[config.mk]
export PLATFORM = sky130hd
export DESIGN_NAME = hsv_conv_arbiter_flat
export DESIGN_NICKNAME = d
export VERILOG_FILES = /design/src/rtl/hsv_conv_if.sv /design/src/rtl/hsv_conv_arbiter.sv /design/src/flat_wrapper.sv
export SDC_FILE = /design/constraint.sdc
export NUM_CORES = 1
export LEC_CHECK = 0
export ABC_AREA = 1
export CAP_MARGIN = 10
export CORE_MARGIN = 2
export CORE_UTILIZATION = 61
export DETAILED_ROUTE_END_ITERATION = 10
export GPL_TIMING_DRIVEN = 0
export PLACE_DENSITY_LB_ADDON = 0.25
export SYNTH_ARGS = -nofsm -noshare
export SYNTH_HDL_FRONTEND = slang
export SYNTH_SLANG_ARGS = --single-unit
[constraint.sdc]
create_clock -name clk -period 31 [get_ports clk]
set_input_delay 4.65 -clock clk [delete_from_list [all_inputs] [get_ports clk]]
set_output_delay 4.65 -clock clk [all_outputs]
set_load 0.02 [all_outputs]
[src/rtl/hsv_conv_if.sv]
// Request/response bundle for hsv_conv_arbiter: NUM_REQ HSV request ports and one tagged RGB565 response channel.
// Handshake: a transfer happens on a clock edge where valid and ready are both high; valid is never withdrawn by the sink's ready.
interface hsv_conv_if #(
  parameter int NUM_REQ = 4,
  parameter int ID_W    = 2
);
  logic [NUM_REQ-1:0]    req_valid;
  logic [24*NUM_REQ-1:0] req_hsv;
  logic [NUM_REQ-1:0]    req_ready;
  logic                  rsp_valid;
  logic                  rsp_ready;
  logic [ID_W-1:0]       rsp_id;
  logic [15:0]           rsp_rgb;

  modport master (
    output req_valid, req_hsv, rsp_ready,
    input  req_ready, rsp_valid, rsp_id, rsp_rgb
  );

  modport slave (
    input  req_valid, req_hsv, rsp_ready,
    output req_ready, rsp_valid, rsp_id, rsp_rgb
  );
endinterface

[src/rtl/hsv_conv_arbiter.sv]
// Round-robin arbiter sharing one registered HSV->RGB565 converter among NUM_REQ requesters.
// Optional one-entry result cache enabled by defining HSV_CONV_CACHE_EN.
module hsv_conv_arbiter #(
  parameter int NUM_REQ = 4,
  parameter int ID_W    = 2
) (
  input  logic       clk,
  input  logic       rst_n,
  hsv_conv_if.slave  bus,
  output logic [1:0] dbg_state
);

  typedef enum logic [1:0] {
    IDLE    = 2'd0,
    CONVERT = 2'd1,
    HOLD    = 2'd2
  } state_t;

  state_t              state_q, state_d;
  logic [ID_W-1:0]     ptr_q, gnt_id, hold_id_q, rsp_id_q;
  logic                gnt_found, arb_en, accept, cache_hit;
  logic [NUM_REQ-1:0]  ready;
  logic [23:0]         gnt_hsv, hold_hsv_q;
  logic [15:0]         conv_rgb, rsp_rgb_q, cache_rgb;
  int                  idx;

  function automatic logic [15:0] hsv_to_rgb(input logic [23:0] hsv);
    logic [7:0] h, s, v, region, rem, p, q, t, sr, st, r, g, b;
    h = hsv[23:16];
    s = hsv[15:8];
    v = hsv[7:0];
    region = h / 8'd43;
    rem    = 8'((h - region * 8'd43) * 8'd6);
    p  = 8'(({8'd0, v} * {8'd0, ~s}) >> 8);
    sr = 8'(({8'd0, s} * {8'd0, rem}) >> 8);
    q  = 8'(({8'd0, v} * {8'd0, ~sr}) >> 8);
    st = 8'(({8'd0, s} * {8'd0, ~rem}) >> 8);
    t  = 8'(({8'd0, v} * {8'd0, ~st}) >> 8);
    if (s == 8'd0) begin
      r = v; g = v; b = v;
    end else begin
      case (region)
        8'd0:    begin r = v; g = t; b = p; end
        8'd1:    begin r = q; g = v; b = p; end
        8'd2:    begin r = p; g = v; b = t; end
        8'd3:    begin r = p; g = q; b = v; end
        8'd4:    begin r = t; g = p; b = v; end
        default: begin r = v; g = p; b = q; end
      endcase
    end
    return {5'(({8'd0, r} * 16'd31) / 16'd255),
            6'(({8'd0, g} * 16'd63) / 16'd255),
            5'(({8'd0, b} * 16'd31) / 16'd255)};
  endfunction

  // First pending requester at or after the pointer, wrapping.
  always_comb begin
    gnt_found = 1'b0;
    gnt_id    = '0;
    idx       = 0;
    for (int k = 0; k < NUM_REQ; k++) begin
      idx = int'(ptr_q) + k;
      if (idx >= NUM_REQ) idx = idx - NUM_REQ;
      if (!gnt_found && bus.req_valid[idx]) begin
        gnt_found = 1'b1;
        gnt_id    = ID_W'(idx);
      end
    end
  end

  assign gnt_hsv = bus.req_hsv[int'(gnt_id)*24 +: 24];
  assign arb_en  = rst_n && ((state_q == IDLE) || ((state_q == HOLD) && bus.rsp_ready));
  assign accept  = arb_en && gnt_found;

  always_comb begin
    ready = '0;
    if (accept) ready[gnt_id] = 1'b1;
  end

  assign conv_rgb = hsv_to_rgb(hold_hsv_q);

`ifdef HSV_CONV_CACHE_EN
  logic        cache_valid_q;
  logic [23:0] cache_hsv_q;
  logic [15:0] cache_rgb_q;

  // Refreshed by every real conversion; the requester id plays no part in a hit.
  always_ff @(posedge clk or negedge rst_n) begin
    if (!rst_n) begin
      cache_valid_q <= 1'b0;
      cache_hsv_q   <= '0;
      cache_rgb_q   <= '0;
    end else if (state_q == CONVERT) begin
      cache_valid_q <= 1'b1;
      cache_hsv_q   <= hold_hsv_q;
      cache_rgb_q   <= conv_rgb;
    end
  end

  assign cache_hit = cache_valid_q && (cache_hsv_q == gnt_hsv);
  assign cache_rgb = cache_rgb_q;
`else
  assign cache_hit = 1'b0;
  assign cache_rgb = 16'h0000;
`endif

  always_comb begin
    state_d = state_q;
    case (state_q)
      IDLE: begin
        if (accept) state_d = cache_hit ? HOLD : CONVERT;
      end
      CONVERT: state_d = HOLD;
      HOLD: begin
        if (bus.rsp_ready) begin
          if (accept) state_d = cache_hit ? HOLD : CONVERT;
          else        state_d = IDLE;
        end
      end
      default: state_d = IDLE;
    endcase
  end

  always_ff @(posedge clk or negedge rst_n) begin
    if (!rst_n) begin
      state_q    <= IDLE;
      ptr_q      <= '0;
      hold_hsv_q <= '0;
      hold_id_q  <= '0;
      rsp_id_q   <= '0;
      rsp_rgb_q  <= 16'h0000;
    end else begin
      state_q <= state_d;
      if (accept) begin
        ptr_q      <= (gnt_id == ID_W'(NUM_REQ - 1)) ? '0 : gnt_id + 1'b1;
        hold_hsv_q <= gnt_hsv;
        hold_id_q  <= gnt_id;
        if (cache_hit) begin
          rsp_rgb_q <= cache_rgb;
          rsp_id_q  <= gnt_id;
        end
      end
      if (state_q == CONVERT) begin
        rsp_rgb_q <= conv_rgb;
        rsp_id_q  <= hold_id_q;
      end
    end
  end

  assign bus.req_ready = ready;
  assign bus.rsp_valid = (state_q == HOLD);
  assign bus.rsp_id    = rsp_id_q;
  assign bus.rsp_rgb   = rsp_rgb_q;
  assign dbg_state     = state_q;

endmodule

[src/flat_wrapper.sv]
// flat-port wrapper written by rule: the top's interface ports become plain ports
module hsv_conv_arbiter_flat 
#(
  parameter int NUM_REQ = 4,
  parameter int ID_W    = 2
)
  (clk, rst_n, dbg_state, bus_req_valid, bus_req_hsv, bus_rsp_ready, bus_req_ready, bus_rsp_valid, bus_rsp_id, bus_rsp_rgb);
  hsv_conv_if #(.NUM_REQ(NUM_REQ), .ID_W(ID_W)) bus_i ();
  input  logic clk;
  input  logic rst_n;
  output logic [1:0] dbg_state;
  input wire logic [$bits(bus_i.req_valid)-1:0] bus_req_valid;
  input wire logic [$bits(bus_i.req_hsv)-1:0] bus_req_hsv;
  input wire logic [$bits(bus_i.rsp_ready)-1:0] bus_rsp_ready;
  output wire logic [$bits(bus_i.req_ready)-1:0] bus_req_ready;
  output wire logic [$bits(bus_i.rsp_valid)-1:0] bus_rsp_valid;
  output wire logic [$bits(bus_i.rsp_id)-1:0] bus_rsp_id;
  output wire logic [$bits(bus_i.rsp_rgb)-1:0] bus_rsp_rgb;
  assign bus_i.req_valid = bus_req_valid;
  assign bus_i.req_hsv = bus_req_hsv;
  assign bus_i.rsp_ready = bus_rsp_ready;
  assign bus_req_ready = bus_i.req_ready;
  assign bus_rsp_valid = bus_i.rsp_valid;
  assign bus_rsp_id = bus_i.rsp_id;
  assign bus_rsp_rgb = bus_i.rsp_rgb;
  hsv_conv_arbiter #(.NUM_REQ(NUM_REQ), .ID_W(ID_W)) u_core (.clk(clk), .rst_n(rst_n), .bus(bus_i), .dbg_state(dbg_state));
endmodule
==> flow_summary.toml <==
[yosys]
synth_nets = 3468
netlist_area_um2 = 20000
synth.most_common_cell = "nand2_1"
synth_common_cells = "nand2_1 (604), inv_1 (564), nor2_1 (348)"
avgSynthCellArea_um2 = 6.95
synth_top_flop_cell = "dfrtp_1"
seq_area_frac_synth = 0.0599
yosys-top-cells-area = "fa_1 (22%), ha_1 (16%), nand2_1 (11%)"
synth_top_area_share = 0.221
ys_types = 67
synth_enable_flop_cells = 0
synth_top_area_cell = "fa_1"
ys_ff_latch = 48
synth-async-reset-ratio = 1.00
synth-warning-count = 0
synthCells = 2885

[timing]
fin_setup_tns_ps = 0
setup_violations = 0
skew_ps = 5.48
maxSlewViolCount = 0
slew_headroom = 0.283
min_period_ps = 23770
fmax_mhz = 42.1
fin_crit_sh = 0.767
hold_violations = 0
rsz0062_at_grt = "no"
worst_slew_pin_slew_ps = 1080

[die]
die_area_um2 = 34300
die_w_um = 185
core_um2 = 32500
num_rows = 66
ios = 128
die_h_um = 185
start_util = 0.618

[worst_setup_path]
r2r_cells = 117
crit_type = "flop to flop"
required_ps = 31230
start_kind = "flop"
path_delay_family = "adder cells"
critPathBufInv = 20
path_depth = 117
critPathCaptureType = "flop"
max_stage_delay_ps = 810
cp.arrival_ps = 24000
critical_path_peak_fanout = 9
critPathSlowestCell = "o22ai_1"
cpMostUsedCell = "nand2_1"

[grt]
grt_max_degree = 26
overflow = 0
grt_pass1_vias = 19300
grt_pass1_wl_um = 91000
grt_antenna_before_repair = 0
grt_use_total = 0.330

[layout]
nFillCells = 2790
syn_to_final_growth_pct = 9.94
n_antenna_cell = 0
num-nets-final = 3603
drive_gt1_frac = 0.0735

[drt]
drt-total-wl_um = 54700
routedWlPerCell_um = 15.8
drc = 0
drt_first_pass_iters = 8
dr_total_vias = 19000
drtIter0Drc = 1328
routed_via_density = 5.50
postRouteAntennaNets = 0

[clock_tree]
clkTransAtPathRegs_ps = 80
cts_tree = "done"
cts_hold_buf = 0
clk_latency_ps = 300
htree_levels = 2
cts-root-buf = "clkbuf_16"
post_cts_resized = 0
clkSinkCount = 48
cts_buffer_depth = 2
cts_buffers = 5
cts_setup_buffers = 0

[placement]
dp_hpwl_um = 46400
gp_congestion = 0.987
io_buffers = 127

[run]
maxCapViolations = 0

[min_path]
worstHoldPathType = "flop to flop"
worstHoldPathCells = 2

[outcome]
status = "completed"
stage by stage:
stage	instances	setup slack (ps)	util	hold slack, ps	area (µm²)
6_report	3463	7230	0.679	485	22000
4_1_cts	3463	7470	0.679	487	22000
5_1_grt	3463	5240	0.679	495	22000
3_5_place_dp	3455	7600	0.674	466	21900
2_1_floorplan	2885	11130	-	449	20000
3_3_place_gp	3454	8420	0.674	461	21900
path summary, 6_finish.rpt:
path	startpoint	end	slack [ps]
max in group asynchronous	rst_n	u_core.bus.rsp_rgb[15]$_DFFE_PN0N_	26090
max	u_core.hold_hsv_q[18]$_DFFE_PN0P_	u_core.bus.rsp_rgb[0]$_DFFE_PN0N_	7230
min in group asynchronous	rst_n	u_core.hold_hsv_q[16]$_DFFE_PN0P_	4350
min	u_core.bus.rsp_rgb[12]$_DFFE_PN0N_	u_core.bus.rsp_rgb[12]$_DFFE_PN0N_	490
max reg2reg	u_core.hold_hsv_q[18]$_DFFE_PN0P_	u_core.bus.rsp_rgb[0]$_DFFE_PN0N_	7230
min reg2reg	u_core.bus.rsp_rgb[12]$_DFFE_PN0N_	u_core.bus.rsp_rgb[12]$_DFFE_PN0N_	490
worst min-delay path, stage by stage, from the launching register on:
cell and delay [ps]:
dfrtp_1 350, nand2_1 60, nand2_1 50
sequential cells by signal, summed over array words and instances, names as in the netlist:
name                flops
u_core.hold_hsv_q      24
u_core.bus.rsp_rgb     16
u_core.bus.rsp_id       2
u_core.dbg_state        2
u_core.hold_id_q        2
u_core.ptr_q            2
final cells by class:
cell class / count / area, µm² / area share
Buffer: 62 / 248 / 0.0112
Clock buffer: 6 / 139 / 0.00630
Clock inverter: 2 / 13.8 / 0.000625
Inverter: 608 / 2280 / 0.104
Multi-Input combinational cell: 2167 / 16300 / 0.740
Sequential cell: 48 / 1200 / 0.0545
Tap cell: 442 / 553 / 0.0251
Timing Repair Buffer: 128 / 1290 / 0.0584
cell usage in the layout, fill, tap and decap left out, drive strengths merged, types with 12 or more instances in the layout:
master         netlist  routed
a21oi               89      89
a31oi               23      23
clkbuf              53      59
clkdlybuf4s50        0     126
dfrtp               48      48
fa                 221     221
ha                 259     259
inv                601     602
nand2              650     650
nand3              135     135
nand4               33      33
nor2               382     382
o2111ai             12      12
o211ai              28      28
o21ai              100     100
o21bai              24      24
o221ai              13      13
or2                 34      34
xnor2               23      23
xor2                69      69
per-layer routing:
metal  vias to the layer above  GRT usage  wire [µm]
li1                       9245          -          -
met1                      8971      0.414      22700
met2                       711      0.595      26900
met3                       118     0.0383       3590
met4                         0     0.0930       1500
met5                         -          0          0
cells by family after synthesis:
family / after synthesis / synth area share
mux: 10 / 0.00499
xor+xnor: 92 / 0.0413
flops: 48 / 0.0599
fa+ha+maj: 480 / 0.382
compound gates: 327 / 0.105
simple gates: 1258 / 0.280
buf+inv: 670 / 0.126
Power is not shown: default switching activity piles up to over one toggle a cycle in this logic, so the estimate is an artifact.
